## config.mk

```make
export PLATFORM = sky130hd
export DESIGN_NAME = memory_arbiter
export DESIGN_NICKNAME = d
export VERILOG_FILES = /design/src/rtl/processor_pkg.sv /design/src/rtl/memory_arbiter.sv
export SDC_FILE = /design/constraint.sdc
export NUM_CORES = 1
export LEC_CHECK = 0
export BUFFER_PORTS_ARGS = -buffer_cell sky130_fd_sc_hd__buf_2
export CORE_AREA = 4 4 104 106
export CTS_BUF_LIST = sky130_fd_sc_hd__clkbuf_8
export CTS_CLUSTER_DIAMETER = 120
export DETAILED_ROUTE_END_ITERATION = 10
export DIE_AREA = 0 0 108 110
export GPL_TIMING_DRIVEN = 0
export HOLD_SLACK_MARGIN = 0.12
export PLACE_DENSITY = 0.74
export RECOVER_POWER = 50
export SLEW_MARGIN = 30
export SYNTH_ARGS = -nofsm -noshare
export SYNTH_HDL_FRONTEND = slang
export SYNTH_SLANG_ARGS = --single-unit
```

## constraint.sdc

```tcl
create_clock -name clk -period 2.5 [get_ports clk]
set_clock_uncertainty 0.1 [all_clocks]
set_input_delay 0.625 -clock clk [delete_from_list [all_inputs] [get_ports clk]]
set_output_delay 0.625 -clock clk [all_outputs]
set_load 0.02 [all_outputs]
```

## src/rtl/processor_pkg.sv

```systemverilog
// Shared definitions for the processor memory subsystem.
//   arb_state_e  : memory arbiter FSM states (IDLE / WAIT_IF / WAIT_DM)
//   SIZE_*       : access-size codes on the memory request bus; the data
//                  memory decodes the same values.
package processor_pkg;

  typedef enum logic [1:0] {
    IDLE    = 2'd0,
    WAIT_IF = 2'd1,
    WAIT_DM = 2'd2
  } arb_state_e;

  localparam logic [1:0] SIZE_BYTE = 2'b00;
  localparam logic [1:0] SIZE_HALF = 2'b01;
  localparam logic [1:0] SIZE_WORD = 2'b10;

endpackage

```

## src/rtl/memory_arbiter.sv

```systemverilog
// Shares one single-ported memory between instruction fetch and the data port.
// Only one transaction is ever outstanding. Data requests win by default,
// but once STARVE_LIMIT data grants in a row have gone by with fetch waiting,
// fetch takes the next grant.
//
// Ports:
//   clk, rst_n                  clock, asynchronous active-low reset
//   if_req_* / if_rsp_*         fetch request handshake and response pulse
//   dm_req_* / dm_rsp_*         data request handshake (load/store) and response
//   mem_req_* / mem_* / mem_rsp_* forwarded request to memory and its response
//   err_spurious                sticky flag: response seen with nothing outstanding
module memory_arbiter
  import processor_pkg::*;
#(
  parameter int ADDR_WIDTH   = 32,
  parameter int DATA_WIDTH   = 32,
  parameter int STARVE_LIMIT = 4
) (
  input  logic                  clk,
  input  logic                  rst_n,
  input  logic                  if_req_valid,
  output logic                  if_req_ready,
  input  logic [ADDR_WIDTH-1:0] if_req_addr,
  output logic                  if_rsp_valid,
  output logic [DATA_WIDTH-1:0] if_rsp_data,
  input  logic                  dm_req_valid,
  output logic                  dm_req_ready,
  input  logic                  dm_req_we,
  input  logic [ADDR_WIDTH-1:0] dm_req_addr,
  input  logic [DATA_WIDTH-1:0] dm_req_wdata,
  input  logic [1:0]            dm_req_size,
  input  logic                  dm_req_unsigned,
  output logic                  dm_rsp_valid,
  output logic [DATA_WIDTH-1:0] dm_rsp_data,
  output logic                  mem_req_valid,
  input  logic                  mem_req_ready,
  output logic                  mem_we,
  output logic [ADDR_WIDTH-1:0] mem_addr,
  output logic [DATA_WIDTH-1:0] mem_wdata,
  output logic [1:0]            mem_size,
  output logic                  mem_unsigned,
  input  logic                  mem_rsp_valid,
  input  logic [DATA_WIDTH-1:0] mem_rsp_data,
  output logic                  err_spurious
);

  localparam int              CntW   = $clog2(STARVE_LIMIT + 1);
  localparam logic [CntW-1:0] CntMax = CntW'(STARVE_LIMIT);

  arb_state_e            state_q, state_d;
  logic [CntW-1:0]       starve_q, starve_d;
  logic                  dmStore_q, dmStore_d;
  logic                  err_q, err_d;
  logic                  ifRspValid_q, ifRspValid_d;
  logic                  dmRspValid_q, dmRspValid_d;
  logic [DATA_WIDTH-1:0] ifRspData_q, ifRspData_d;
  logic [DATA_WIDTH-1:0] dmRspData_q, dmRspData_d;
  logic                  ifWins;
  logic                  anyReq;

  // Fetch only beats a pending data request once the starvation counter
  // has saturated.
  assign ifWins = if_req_valid && (!dm_req_valid || (starve_q == CntMax));
  assign anyReq = if_req_valid || dm_req_valid;

  // Next-state, request mux and response capture. The request path is
  // purely combinational in IDLE so a ready memory accepts the same cycle.
  always_comb begin
    state_d       = state_q;
    starve_d      = starve_q;
    dmStore_d     = dmStore_q;
    err_d         = err_q;
    ifRspValid_d  = 1'b0;
    dmRspValid_d  = 1'b0;
    ifRspData_d   = ifRspData_q;
    dmRspData_d   = dmRspData_q;
    if_req_ready  = 1'b0;
    dm_req_ready  = 1'b0;
    mem_req_valid = 1'b0;
    mem_we        = 1'b0;
    mem_addr      = '0;
    mem_wdata     = '0;
    mem_size      = SIZE_WORD;
    mem_unsigned  = 1'b0;

    case (state_q)
      IDLE: begin
        mem_req_valid = anyReq;
        if (ifWins) begin
          mem_addr = if_req_addr;
        end else begin
          mem_we       = dm_req_we;
          mem_addr     = dm_req_addr;
          mem_wdata    = dm_req_wdata;
          mem_size     = dm_req_size;
          mem_unsigned = dm_req_unsigned;
        end

        if (anyReq && mem_req_ready) begin
          if (ifWins) begin
            if_req_ready = 1'b1;
            state_d      = WAIT_IF;
            starve_d     = '0;
          end else begin
            dm_req_ready = 1'b1;
            state_d      = WAIT_DM;
            dmStore_d    = dm_req_we;
            // Count only grants that actually made fetch wait.
            if (!if_req_valid) begin
              starve_d = '0;
            end else if (starve_q != CntMax) begin
              starve_d = starve_q + CntW'(1);
            end
          end
        end

        // A response with nothing outstanding is dropped but remembered.
        if (mem_rsp_valid) begin
          err_d = 1'b1;
        end
      end

      WAIT_IF: begin
        if (mem_rsp_valid) begin
          ifRspValid_d = 1'b1;
          ifRspData_d  = mem_rsp_data;
          state_d      = IDLE;
        end
      end

      WAIT_DM: begin
        if (mem_rsp_valid) begin
          dmRspValid_d = 1'b1;
          dmRspData_d  = dmStore_q ? '0 : mem_rsp_data;
          state_d      = IDLE;
        end
      end

      default: begin
        state_d = IDLE;
      end
    endcase
  end

  // State and response registers; reset abandons any outstanding
  // transaction since the memory is reset alongside.
  always_ff @(posedge clk or negedge rst_n) begin
    if (!rst_n) begin
      state_q      <= IDLE;
      starve_q     <= '0;
      dmStore_q    <= 1'b0;
      err_q        <= 1'b0;
      ifRspValid_q <= 1'b0;
      dmRspValid_q <= 1'b0;
      ifRspData_q  <= '0;
      dmRspData_q  <= '0;
    end else begin
      state_q      <= state_d;
      starve_q     <= starve_d;
      dmStore_q    <= dmStore_d;
      err_q        <= err_d;
      ifRspValid_q <= ifRspValid_d;
      dmRspValid_q <= dmRspValid_d;
      ifRspData_q  <= ifRspData_d;
      dmRspData_q  <= dmRspData_d;
    end
  end

  assign if_rsp_valid = ifRspValid_q;
  assign if_rsp_data  = ifRspData_q;
  assign dm_rsp_valid = dmRspValid_q;
  assign dm_rsp_data  = dmRspData_q;
  assign err_spurious = err_q;

endmodule
```

==> run_results.csv <==
group,metric,value,unit
status,status,"complete, but fails checks",
status,violations,"setup timing",
power,comb_power_share,0.600,
worst_setup_path,startpoint_type,"flop",
timing,setup_ws,-0.2121,ns
synthesis,yosysWarnings,0,
global_route,grt-ovfl-total,0,
final_layout,syn_to_final_growth,63.77,%
timing,period_share,1.085,
detailed_routing,first_iter_violations,166,
power,clkPwrFrac,0.133,
timing,relSlewSlack,0.3370,
worst_setup_path,startpoint,"starve_q[1]$_DFFE_PN0P_",
detailed_routing,drt-vias-per-instance,4.822,
worst_setup_path,rr_startpoint,"state_q[1]$_DFFE_PN0P_",
timing,worstMarginPinSlew,0.9946,ns
global_route,grt_pass1_wl,20.15,mm
worst_setup_path,required,1.77,ns
detailed_routing,ant_nets,0,
timing,report.final.slew_viol_count,0,
final_layout,drive_above_1_share,0.5361,
detailed_routing,num_vias,3718,
final_layout,fillers,853,
detailed_routing,totalWireLength,13.73,mm
detailed_routing,wl_per_cell,17.81,um
placement,dpl.hpwl,10.59,mm
worst_setup_path,crit_path_end_kind,"output port",
synthesis,synth_top_area_frac,0.5076,
floorplan,rows,36,
clocking,cts.path.max_buffers,2,
synthesis,synth_cell_types,28,
placement,place_ws,-0.2624,ns
power,switching_power,3.275,mW
power,p_leak,3.078,nW
clocking,cts-hold-fix-buffers,0,
clocking,clkSinkCount,73,
clocking,root_buffer,"clkbuf_8",
timing,post-route-min-period,2.712,ns
timing,fmax,368.7,MHz
global_route,grt_start_max_net_pins,42,
clocking,cts_tree,"yes",
floorplan,io_pins,276,
worst_setup_path,rr_worst_depth,5,
worst_setup_path,criticalPathCategory,"reg -> out",
power,ir_drop,0.0005726,V
power,p_int,4.299,mW
power,switching_share,0.4324,
placement,io_buffers,275,
worst_setup_path,worstSetupEndpoint,"mem_addr[4]",
synthesis,syn-cell-area,0.003598,mm^2
synthesis,synth_top_cells_by_area,"dfrtp_1, mux2_2, a22o_1, and2_1, nand2b_1",
min_path,min_path_type,"in -> async",
placement,gp_routability_congestion,0.9222,
clocking,numCtsBuffers,9,
floorplan,die_h,110,um
synthesis,synth_seq_cells,73,
global_route,track_usage,0.2227,
synthesis,synth.avg_cell_area,10.71,um^2
final_layout,final_area,0.005893,mm^2
synthesis,syn_inst,336,
global_route,antenna_found_initial,1,
placement,place_area,0.005164,mm^2
clocking,clock_latency,0.34,ns
timing,rsz0062_at_grt,"true",
timing,whs,0.3274,ns
clocking,htreeDepth,3,
worst_setup_path,r2r_end,"if_rsp_data[29]$_DFFE_PN0P_",
worst_setup_path,path_max_fanout,7,
synthesis,synth_nets,479,
floorplan,core_area,0.009774,mm^2
detailed_routing,dr.pass1.iters,4,
timing,setup_viol,68,
global_route,first_global_vias,3790,
floorplan,floorplan.initialDensity,0.3682,
detailed_routing,drc,0,
timing,setup_tns,-11.63,ns
final_layout,n_antenna_cell,0,
synthesis,synth_top_cell_by_area,"dfrtp_1",
power,power_density,1285,mW/mm^2
floorplan,dieArea,0.01188,mm^2
synthesis,synth.yosys.seq_area_share,0.5076,
worst_setup_path,critPathArrivalTime,1.99,ns
worst_setup_path,reg2reg_slack,0.58,ns
floorplan,die_w,108,um
run,maxCapViolations,0,
clocking,cts.clk_slew.worst_paths,0.08,ns
power,pwr-share-seq,0.267,
timing,hold_violations,0,
final_layout,fin_nets,776,
==> cells in the mapped netlist (all sizes together) <==
cell,instances
inv,8
a21oi,1
buf,12
a22o,32
a21boi,1
a21o,1
o21ai,39
o2bb2ai,1
and2,35
a211o,1
nor3b,1
ha,5
nand2,37
and3,1
o32ai,1
dfrtp,73
nand2b,33
mux2,33
nor2,3
a31oi,1
a21bo,1
nor2b,2
nand3,1
clkbuf,12
a41oi,1
==> what timing repair did <==
item / CTS / global route
pin swaps: 28 / 6
gates resized for setup: 142 / 15
setup endpoints to repair: 69 / 69
gates cloned: 4 / 0
setup buffers: 5 / 2
==> routing by layer <==
metal / up-vias / wire length [um] / track usage
li1: 1751 / - / -
met1: 1779 / 5601 / 0.2769
met2: 160 / 6784 / 0.3730
met3: 26 / 1059 / 0.06931
met4: 2 / 271 / 0.06853
met5: - / 13 / 0
==> final cells by class <==
class | instances | area, um^2 | share of cell area
well taps | 133 | 166.4 | 0.02824
multi-input cells | 231 | 1670 | 0.2834
flip-flops and latches | 73 | 1827 | 0.3100
clock buffers | 9 | 123.9 | 0.02102
repair buffers | 287 | 1818 | 0.3085
clock inverters | 7 | 93.84 | 0.01592
plain buffers | 23 | 163.9 | 0.02781
inverters | 8 | 30.03 | 0.005096
==> flip-flops by register name, indices dropped and copies added (netlist names) <==
signal and count:
if_rsp_data 32, err_spurious 1, dmStore_q 1, if_rsp_valid 1, dm_rsp_valid 1, starve_q 3
state_q 2, dm_rsp_data 32
==> worst min-delay path by stage <==
stage / cells past startpoint / slack (ns) / start / end
6_report: 1 / 0.33 / rst_n / dm_rsp_data[25]$_DFFE_PN0P_
5_1_grt: 1 / 0.40 / rst_n / dm_rsp_data[23]$_DFFE_PN0P_
4_1_cts: 1 / 0.15 / rst_n / if_rsp_data[11]$_DFFE_PN0P_
3_5_place_dp: 1 / 0.34 / err_spurious$_DFFE_PN0P_ / err_spurious$_DFFE_PN0P_
3_3_place_gp: 1 / 0.34 / err_spurious$_DFFE_PN0P_ / err_spurious$_DFFE_PN0P_
2_1_floorplan: 0 / 0.23 / rst_n / dmStore_q$_DFFE_PN0P_
==> worst max-delay path, stage by stage, from the launching register on <==
cell      delay, ns
dfrtp_1        0.36
inv_1          0.06
ha_2           0.19
a21bo_4        0.23
a21boi_4       0.15
buf_12         0.14
buf_8          0.11
buf_6          0.11
a22o_1         0.16
buf_6          0.13
==> through the flow <==
stage,total power [mW],util,instances
after floorplan,4.444,-,336
after CTS,7.590,0.6024,769
after global routing,8.047,0.6029,771
after global placement,5.772,0.5260,744
final,7.575,0.6029,771
after detailed placement,5.890,0.5283,745
==> power by group through the flow <==
stage	Clock, mW	Sequential, mW	Combinational (mW)
after floorplan	0	2.68	1.76
after global placement	0	2.01	3.76
after detailed placement	0	2.05	3.84
after CTS	1.05	2.02	4.53
after global routing	1.10	2.09	4.86
final	1.01	2.02	4.54
==> layout by cell type, fill, tap and decap left out, drive strengths merged <==
cell type / count
and3: 1
a21oi: 1
buf: 270
nand2: 37
a31oi: 1
o2bb2ai: 1
bufinv: 2
inv: 10
a21o: 1
nor2b: 2
ha: 5
a21bo: 1
mux2: 33
o32ai: 1
a21boi: 1
nand2b: 33
and2: 35
a211o: 1
a22o: 32
clkbuf: 49
o21ai: 39
clkinv: 2
a41oi: 1
nor3b: 1
clkinvlp: 1
nand3: 1
nor2: 3
dfrtp: 73
==> cell families (layout without fill, tap and decap cells) <==
kind of cell               Yosys count  in the layout  share of synthesized area
DFF                                 73             73                     0.5076
AOI/OAI and AO/OA                   80             80                     0.1551
and+or+nand+nor                    113            113                     0.1700
muxes                               33             33                     0.1033
buffers and inverters               32            334                    0.04659
adders and majority gates            5              5                    0.01739
Power figures use the tool's default switching activity.
